<file path="src/rtl/mode_sequencer_if.sv">
// Button/vsync inputs and committed-mode outputs of the mode sequencer.
// The master side drives the raw inputs. The slave side is the sequencer itself.
interface mode_sequencer_if;
  logic       btn_next_i;
  logic       btn_prev_i;
  logic       btn_pass_i;
  logic       vs_i;
  logic [2:0] mode_o;
  logic       pending_o;
  logic       busy_o;
  logic       commit_o;

  modport master (
    output btn_next_i, btn_prev_i, btn_pass_i, vs_i,
    input  mode_o, pending_o, busy_o, commit_o
  );

  modport slave (
    input  btn_next_i, btn_prev_i, btn_pass_i, vs_i,
    output mode_o, pending_o, busy_o, commit_o
  );
endinterface

</file>
<file path="src/rtl/mode_sequencer.sv">
// Debounces next/prev/pass buttons into a target mode, and commits it only on a vsync tick.
// After each commit, a frame holdoff follows so downstream stages never see a mid-frame change.
module mode_sequencer #(
  parameter int DEBOUNCE_T     = 1000000,
  parameter int HOLDOFF_FRAMES = 2,
  parameter int N_MODES        = 8,
  parameter int RESET_MODE     = 0
) (
  input logic             clk_i,
  input logic             rst_i,
  mode_sequencer_if.slave bus
);

  localparam int CNT_W = $clog2(DEBOUNCE_T + 1);
  localparam int HO_W  = (HOLDOFF_FRAMES > 0) ? $clog2(HOLDOFF_FRAMES + 1) : 1;
  localparam logic [2:0] MODE_PASS = 3'(N_MODES - 1);
  localparam logic [2:0] MODE_RST  = 3'(RESET_MODE);
  localparam logic [CNT_W-1:0] CNT_FIRE = CNT_W'(DEBOUNCE_T - 1);
  localparam logic [CNT_W-1:0] CNT_SAT  = CNT_W'(DEBOUNCE_T);

  localparam logic [1:0] S_IDLE    = 2'd0;
  localparam logic [1:0] S_PENDING = 2'd1;
  localparam logic [1:0] S_HOLDOFF = 2'd2;

  // bit 0 next, 1 prev, 2 pass, 3 vsync
  logic [3:0] raw;
  logic [3:0] sync_p0, sync_p1;
  assign raw = {bus.vs_i, bus.btn_pass_i, bus.btn_prev_i, bus.btn_next_i};

  // Stage p0/p1: two-flop synchronisers
  always_ff @(posedge clk_i or posedge rst_i) begin
    if (rst_i) begin
      sync_p0 <= '0;
      sync_p1 <= '0;
    end else begin
      sync_p0 <= raw;
      sync_p1 <= sync_p0;
    end
  end

  // Stage p2: debounce counters and vsync rising-edge tick
  logic [CNT_W-1:0] cnt_p2 [3];
  logic             vs_prev_p2, tick_p2;
  logic [2:0]       press;

  always_ff @(posedge clk_i or posedge rst_i) begin
    if (rst_i) begin
      for (int i = 0; i < 3; i++) cnt_p2[i] <= '0;
      vs_prev_p2 <= 1'b0;
      tick_p2    <= 1'b0;
    end else begin
      for (int i = 0; i < 3; i++) begin
        if (!sync_p1[i])
          cnt_p2[i] <= '0;
        else if (cnt_p2[i] != CNT_SAT)
          cnt_p2[i] <= cnt_p2[i] + CNT_W'(1);
      end
      vs_prev_p2 <= sync_p1[3];
      tick_p2    <= sync_p1[3] & ~vs_prev_p2;
    end
  end

  // The counter saturates one step past the fire value, so a held button pulses exactly once.
  always_comb begin
    for (int i = 0; i < 3; i++)
      press[i] = sync_p1[i] && (cnt_p2[i] == CNT_FIRE);
  end

  // Stage p3: target arithmetic, FSM and registered outputs
  logic [1:0]      state_p3, state_nx;
  logic [2:0]      mode_p3, mode_nx;
  logic [2:0]      tgt_p3, tgt_nx;
  logic [2:0]      last_p3, last_nx;
  logic [HO_W-1:0] hold_p3, hold_nx;
  logic            commit_p3, commit_nx;
  logic            pending_p3, pending_nx;
  logic            busy_p3, busy_nx;

  always_comb begin
    tgt_nx  = tgt_p3;
    last_nx = last_p3;
    if (press[2]) begin
      if (tgt_p3 != MODE_PASS) begin
        last_nx = tgt_p3;
        tgt_nx  = MODE_PASS;
      end else begin
        tgt_nx = last_p3;
      end
    end else if (press[0]) begin
      tgt_nx = (tgt_p3 == MODE_PASS) ? 3'd0 : 3'(tgt_p3 + 3'd1);
    end else if (press[1]) begin
      tgt_nx = (tgt_p3 == 3'd0) ? MODE_PASS : 3'(tgt_p3 - 3'd1);
    end
  end

  always_comb begin
    state_nx  = state_p3;
    mode_nx   = mode_p3;
    hold_nx   = hold_p3;
    commit_nx = 1'b0;
    case (state_p3)
      S_IDLE: begin
        if (tgt_nx != mode_p3) state_nx = S_PENDING;
      end
      S_PENDING: begin
        // A same-cycle press is folded in first; if it lands back on mode_o, nothing commits.
        if (tgt_nx == mode_p3) begin
          state_nx = S_IDLE;
        end else if (tick_p2) begin
          mode_nx   = tgt_nx;
          commit_nx = 1'b1;
          if (HOLDOFF_FRAMES > 0) begin
            hold_nx  = HO_W'(HOLDOFF_FRAMES);
            state_nx = S_HOLDOFF;
          end else begin
            state_nx = S_IDLE;
          end
        end
      end
      S_HOLDOFF: begin
        if (tick_p2) begin
          hold_nx = (hold_p3 != '0) ? hold_p3 - HO_W'(1) : '0;
          if (hold_p3 <= HO_W'(1))
            state_nx = (tgt_nx != mode_p3) ? S_PENDING : S_IDLE;
        end
      end
      default: state_nx = S_IDLE;
    endcase
    pending_nx = (state_nx == S_PENDING) || ((state_nx == S_HOLDOFF) && (tgt_nx != mode_nx));
    busy_nx    = (state_nx == S_HOLDOFF);
  end

  always_ff @(posedge clk_i or posedge rst_i) begin
    if (rst_i) begin
      state_p3   <= S_IDLE;
      mode_p3    <= MODE_RST;
      tgt_p3     <= MODE_RST;
      last_p3    <= MODE_RST;
      hold_p3    <= '0;
      commit_p3  <= 1'b0;
      pending_p3 <= 1'b0;
      busy_p3    <= 1'b0;
    end else begin
      state_p3   <= state_nx;
      mode_p3    <= mode_nx;
      tgt_p3     <= tgt_nx;
      last_p3    <= last_nx;
      hold_p3    <= hold_nx;
      commit_p3  <= commit_nx;
      pending_p3 <= pending_nx;
      busy_p3    <= busy_nx;
    end
  end

  assign bus.mode_o    = mode_p3;
  assign bus.pending_o = pending_p3;
  assign bus.busy_o    = busy_p3;
  assign bus.commit_o  = commit_p3;

endmodule

</file>
<file path="src/flat_wrapper.sv">
// flat-port wrapper written by rule: the top's interface ports become plain ports
module mode_sequencer_flat 
#(
  parameter int DEBOUNCE_T     = 1000000,
  parameter int HOLDOFF_FRAMES = 2,
  parameter int N_MODES        = 8,
  parameter int RESET_MODE     = 0
)
  (clk_i, rst_i, bus_btn_next_i, bus_btn_prev_i, bus_btn_pass_i, bus_vs_i, bus_mode_o, bus_pending_o, bus_busy_o, bus_commit_o);
  mode_sequencer_if bus_i ();
  input logic clk_i;
  input logic rst_i;
  input wire logic [$bits(bus_i.btn_next_i)-1:0] bus_btn_next_i;
  input wire logic [$bits(bus_i.btn_prev_i)-1:0] bus_btn_prev_i;
  input wire logic [$bits(bus_i.btn_pass_i)-1:0] bus_btn_pass_i;
  input wire logic [$bits(bus_i.vs_i)-1:0] bus_vs_i;
  output wire logic [$bits(bus_i.mode_o)-1:0] bus_mode_o;
  output wire logic [$bits(bus_i.pending_o)-1:0] bus_pending_o;
  output wire logic [$bits(bus_i.busy_o)-1:0] bus_busy_o;
  output wire logic [$bits(bus_i.commit_o)-1:0] bus_commit_o;
  assign bus_i.btn_next_i = bus_btn_next_i;
  assign bus_i.btn_prev_i = bus_btn_prev_i;
  assign bus_i.btn_pass_i = bus_btn_pass_i;
  assign bus_i.vs_i = bus_vs_i;
  assign bus_mode_o = bus_i.mode_o;
  assign bus_pending_o = bus_i.pending_o;
  assign bus_busy_o = bus_i.busy_o;
  assign bus_commit_o = bus_i.commit_o;
  mode_sequencer #(.DEBOUNCE_T(DEBOUNCE_T), .HOLDOFF_FRAMES(HOLDOFF_FRAMES), .N_MODES(N_MODES), .RESET_MODE(RESET_MODE)) u_core (.clk_i(clk_i), .rst_i(rst_i), .bus(bus_i));
endmodule
</file>
<file path="config.mk">
export PLATFORM = sky130hd
export DESIGN_NAME = mode_sequencer_flat
export DESIGN_NICKNAME = d
export VERILOG_FILES = /design/src/rtl/mode_sequencer_if.sv /design/src/rtl/mode_sequencer.sv /design/src/flat_wrapper.sv
export SDC_FILE = /design/constraint.sdc
export NUM_CORES = 1
export LEC_CHECK = 0
export BUFFER_PORTS_ARGS = -buffer_cell sky130_fd_sc_hd__buf_2
export CAP_MARGIN = 10
export CORE_MARGIN = 2
export CORE_UTILIZATION = 40
export CTS_CLUSTER_DIAMETER = 50
export DETAILED_ROUTE_END_ITERATION = 12
export PLACE_DENSITY = 0.61
export SLEW_MARGIN = 20
export SYNTH_ARGS = -nofsm -noshare
export SYNTH_HDL_FRONTEND = slang
export SYNTH_SLANG_ARGS = --single-unit
</file>
<file path="constraint.sdc">
create_clock -name clk_i -period 3.2 [get_ports clk_i]
set_clock_uncertainty 0.1 [all_clocks]
set_input_delay 0.32 -clock clk_i [delete_from_list [all_inputs] [get_ports clk_i]]
set_output_delay 0.32 -clock clk_i [all_outputs]
set_load 0.05 [all_outputs]
</file>
==> qor.txt <==
Die width -> 107.0 um
Area growth from synthesis to layout -> 12.81%
Fin crit period -> 3.064 ns
Ys flop type -> dfrtp_1
Post-detail-place hpwl -> 5025 um
Global-route wire length before repair -> 13130 um
Die H -> 107.0 um
Avg Synthesized Cell Area -> 10.32 um^2
Most used cell, CP -> or3_1
Crit Path Max Fanout -> 6
Max Cap Viol -> 0
Multi-input gate area -> 0.001986 mm^2
GR Layer Usage met3 -> 3.100%
CP Class -> reg2reg
Vias -> 2879
Worst Hold Path EP -> u_core.sync_p1[3]
Worst setup EP type -> flip-flop
1st-pass router iterations -> 4
Synth area leader -> dfrtp_1
CTS max path bufs -> 2
CP cell instances -> or4_1 -> or4_4 -> nor3_4 -> buf_4 -> or3_1 -> a31oi_1 -> xor2_1 -> or3_1 -> and3_1
Syn nets -> 427
Vias per inst -> 4.972
Synth unique cells -> 41
R2r startpoint -> u_core.cnt_p2[52]
Worst Setup Start Kind -> flip-flop
Final TNS setup -> 0 ns
WP data arrival -> 3.22 ns
Register Area -> 0.002152 mm^2
Finished Layout Cells -> 579
FF-to-FF path depth -> 9
Fillers -> 983
Fmax -> 0.3264 GHz
Slowest cell on crit path -> or4_4
Clk root buf -> clkbuf_8
Pwr Density -> 428.4 mW/mm^2
Ys async rst share -> 100.0%
CTS buffer count -> 9
Initial DRC Count -> 92
Slowest stage delay, CP -> 0.55 ns
Placed cell count -> 556
EDFF count, synth -> 0
Sequential fraction of the synthesis area -> 50.75%
HP Class -> reg2reg
Gate Count Post-Synth -> 411
Post-route ant nets -> 0
Io pins -> 12
Die area -> 0.01144 mm^2
Worst Hold Depth -> 0
Hold_sp -> u_core.sync_p0[3]
Worst-margin pin slew -> 0.6918 ns
Final Hold Viols -> 0
Mapped cell area -> 0.004240 mm^2
Reg2reg setup slack -> 0.14 ns
Core ar. -> 0.01032 mm^2
Leak -> 2.150 nW
Worst skew pair latency -> 0.36 ns
Final nets -> 454
Crit path max-delay family -> simple AND/OR/NAND/NOR gates
Tcrit/Tclk final -> 95.75%
Wire per inst -> 12.52 um
H-tree depth -> 3
Seq cells post-synth -> 86
GR peak layer -> met2
Synth warn -> 0
Share of cells above drive strength 1 -> 11.06%
Top cells by area, synth -> dfrtp_1 (51%), xnor2_1 (8.5%), and2_1 (6.6%)
Top cell type's share of synthesized area -> 50.75%
Final setup viols -> 0
Overall routing resource usage -> 14.23%
Grt met2 use -> 24.29%
CP required -> 3.35 ns
Worst vdd ir -> 0.0002360 V
Rel. slew slack -> 53.88%
Antenna violations before repair -> 0
# DRC -> 0
Clock slew at reported path FFs -> 0.10 ns
Post-Route WL -> 7247 um
# diodes -> 0
Worst R2R End -> u_core.state_p3[0]
CTS tree -> done
CTS Sinks -> 86
Global route overflow -> 0
Slew Limit Fails -> 0
Buffers on Ports -> 11
Status -> completed
Cell row count -> 37
Vias in the first global route -> 2955
Met1 Use GR -> 17.94%
GPL Wtd Cong -> 0.8004
Largest net degree at the start of global routing -> 41
Starting density of the core -> 41.07%
Crit path buffers/inverters -> 1
-- worst max path at each step --
stage,start,endpoint,slack (ns),depth (start not counted)
final,u_core.cnt_p2[52],u_core.state_p3[0],0.14,9
after global routing,u_core.cnt_p2[48],u_core.state_p3[0],-0.008,8
after CTS,u_core.cnt_p2[7],u_core.state_p3[1],0.03,8
after detailed placement,u_core.cnt_p2[52],u_core.state_p3[1],0.01,8
after global placement,u_core.cnt_p2[48],u_core.state_p3[1],0.19,8
after floorplan,u_core.cnt_p2[52],u_core.state_p3[0],0.36,8
-- logic make-up (layout without fill, tap and decap cells) --
| logic type | count (synthesis) | count (layout) | synth area share, % |
|---|---|---|---|
| compound gates | 32 | 32 | 4.544 |
| flops | 86 | 86 | 50.75 |
| mux | 5 | 5 | 1.239 |
| xor+xnor | 52 | 52 | 10.74 |
| buf+inv | 29 | 61 | 2.685 |
| fa+ha+maj | 10 | 10 | 2.951 |
| simple gates | 197 | 197 | 27.09 |
-- power by group --
part	internal (mW)	leakage [nW]	switching, mW
clock network	0.449	0.111	0.410
registers	1.10	1.17	0.0149
logic	0.0295	0.866	0.0442
-- sequential cells by signal, summed over array words and instances (netlist names) --
name and cells:
u_core.tick_p2 1, u_core.bus.busy_o 1, u_core.bus.mode_o 3, u_core.bus.pending_o 1
u_core.last_p3 3, u_core.hold_p3 2, u_core.vs_prev_p2 1, u_core.cnt_p2 60
u_core.sync_p1 4, u_core.state_p3 2, u_core.tgt_p3 3, u_core.sync_p0 4
u_core.bus.commit_o 1
-- what timing repair did --
item	in CTS	in global routing
endpoints found under the hold margin	41	0
gates resized for setup	0	2
setup endpoints to repair	0	7
hold buffers	5	0
buffers inserted	0	2
-- metrics by stage --
stage	setup slack (ns)	power (mW)	instance area (um^2)	hold WS [ns]	utilization, %
after floorplan	0.3606	1.183	4240	0.2312	-
after CTS	0.03262	2.082	4757	0.2582	46.08
final	0.1359	2.049	4783	0.2561	46.33
after global placement	0.1887	1.208	4481	0.2339	43.40
after detailed placement	0.01405	1.210	4481	0.2347	43.40
after global routing	-0.007648	2.138	4783	0.2656	46.33
-- final cells by class --
class | count | area share, %
Clock buffer | 9 | 2.590
Clock inverter | 7 | 2.145
Sequential cell | 86 | 44.99
Timing Repair Buffer | 25 | 3.610
Inverter | 20 | 1.596
Tap cell | 136 | 3.557
Multi-Input combinational cell | 296 | 41.51
-- cell usage in the layout (no fill, tap or decap), types with 2 or more instances in the layout --
cell / n
and3_1: 11
bufinv_16: 2
nand4b_1: 2
nor4bb_1: 2
ha_1: 10
nor2_1: 15
buf_2: 11
or3_1: 10
o21a_1: 2
o21ai_0: 13
xor2_1: 11
nor3_1: 5
dlygate4sd3_1: 5
nand3_1: 35
nand4_1: 4
buf_4: 9
inv_6: 3
nor2b_1: 12
nor4_1: 4
mux2i_1: 3
and4_1: 4
nand3b_1: 3
inv_1: 19
a21o_1: 2
or4b_2: 2
a21boi_0: 5
dfrtp_1: 86
mux2_2: 2
clkbuf_8: 9
or2_2: 3
xnor2_1: 41
and2_1: 45
a21oi_1: 5
a31oi_1: 3
nor3b_1: 5
nand2_1: 27
-- layer usage --
metal  vias to the layer above  wire (um)
li1                       1446          -
met1                      1405       3519
met2                        17       3474
met3                        11        150
met4                         0        103
met5                         -          0
-- cell usage after synthesis (4+ instances only) --
cell type and count:
dfrtp_1 86, and2_1 45, xnor2_1 41, nand3_1 35
nand2_1 27, inv_1 20, nor2_1 15, o21ai_0 13
nor2b_1 12, and3_1 11, xor2_1 11, ha_1 10
or3_1 10, clkbuf_1 8, a21boi_0 5, a21oi_1 5
nor3_1 5, nor3b_1 5, nor4_1 5, and4_1 4
nand4_1 4
Power figures use the tool's default switching activity.
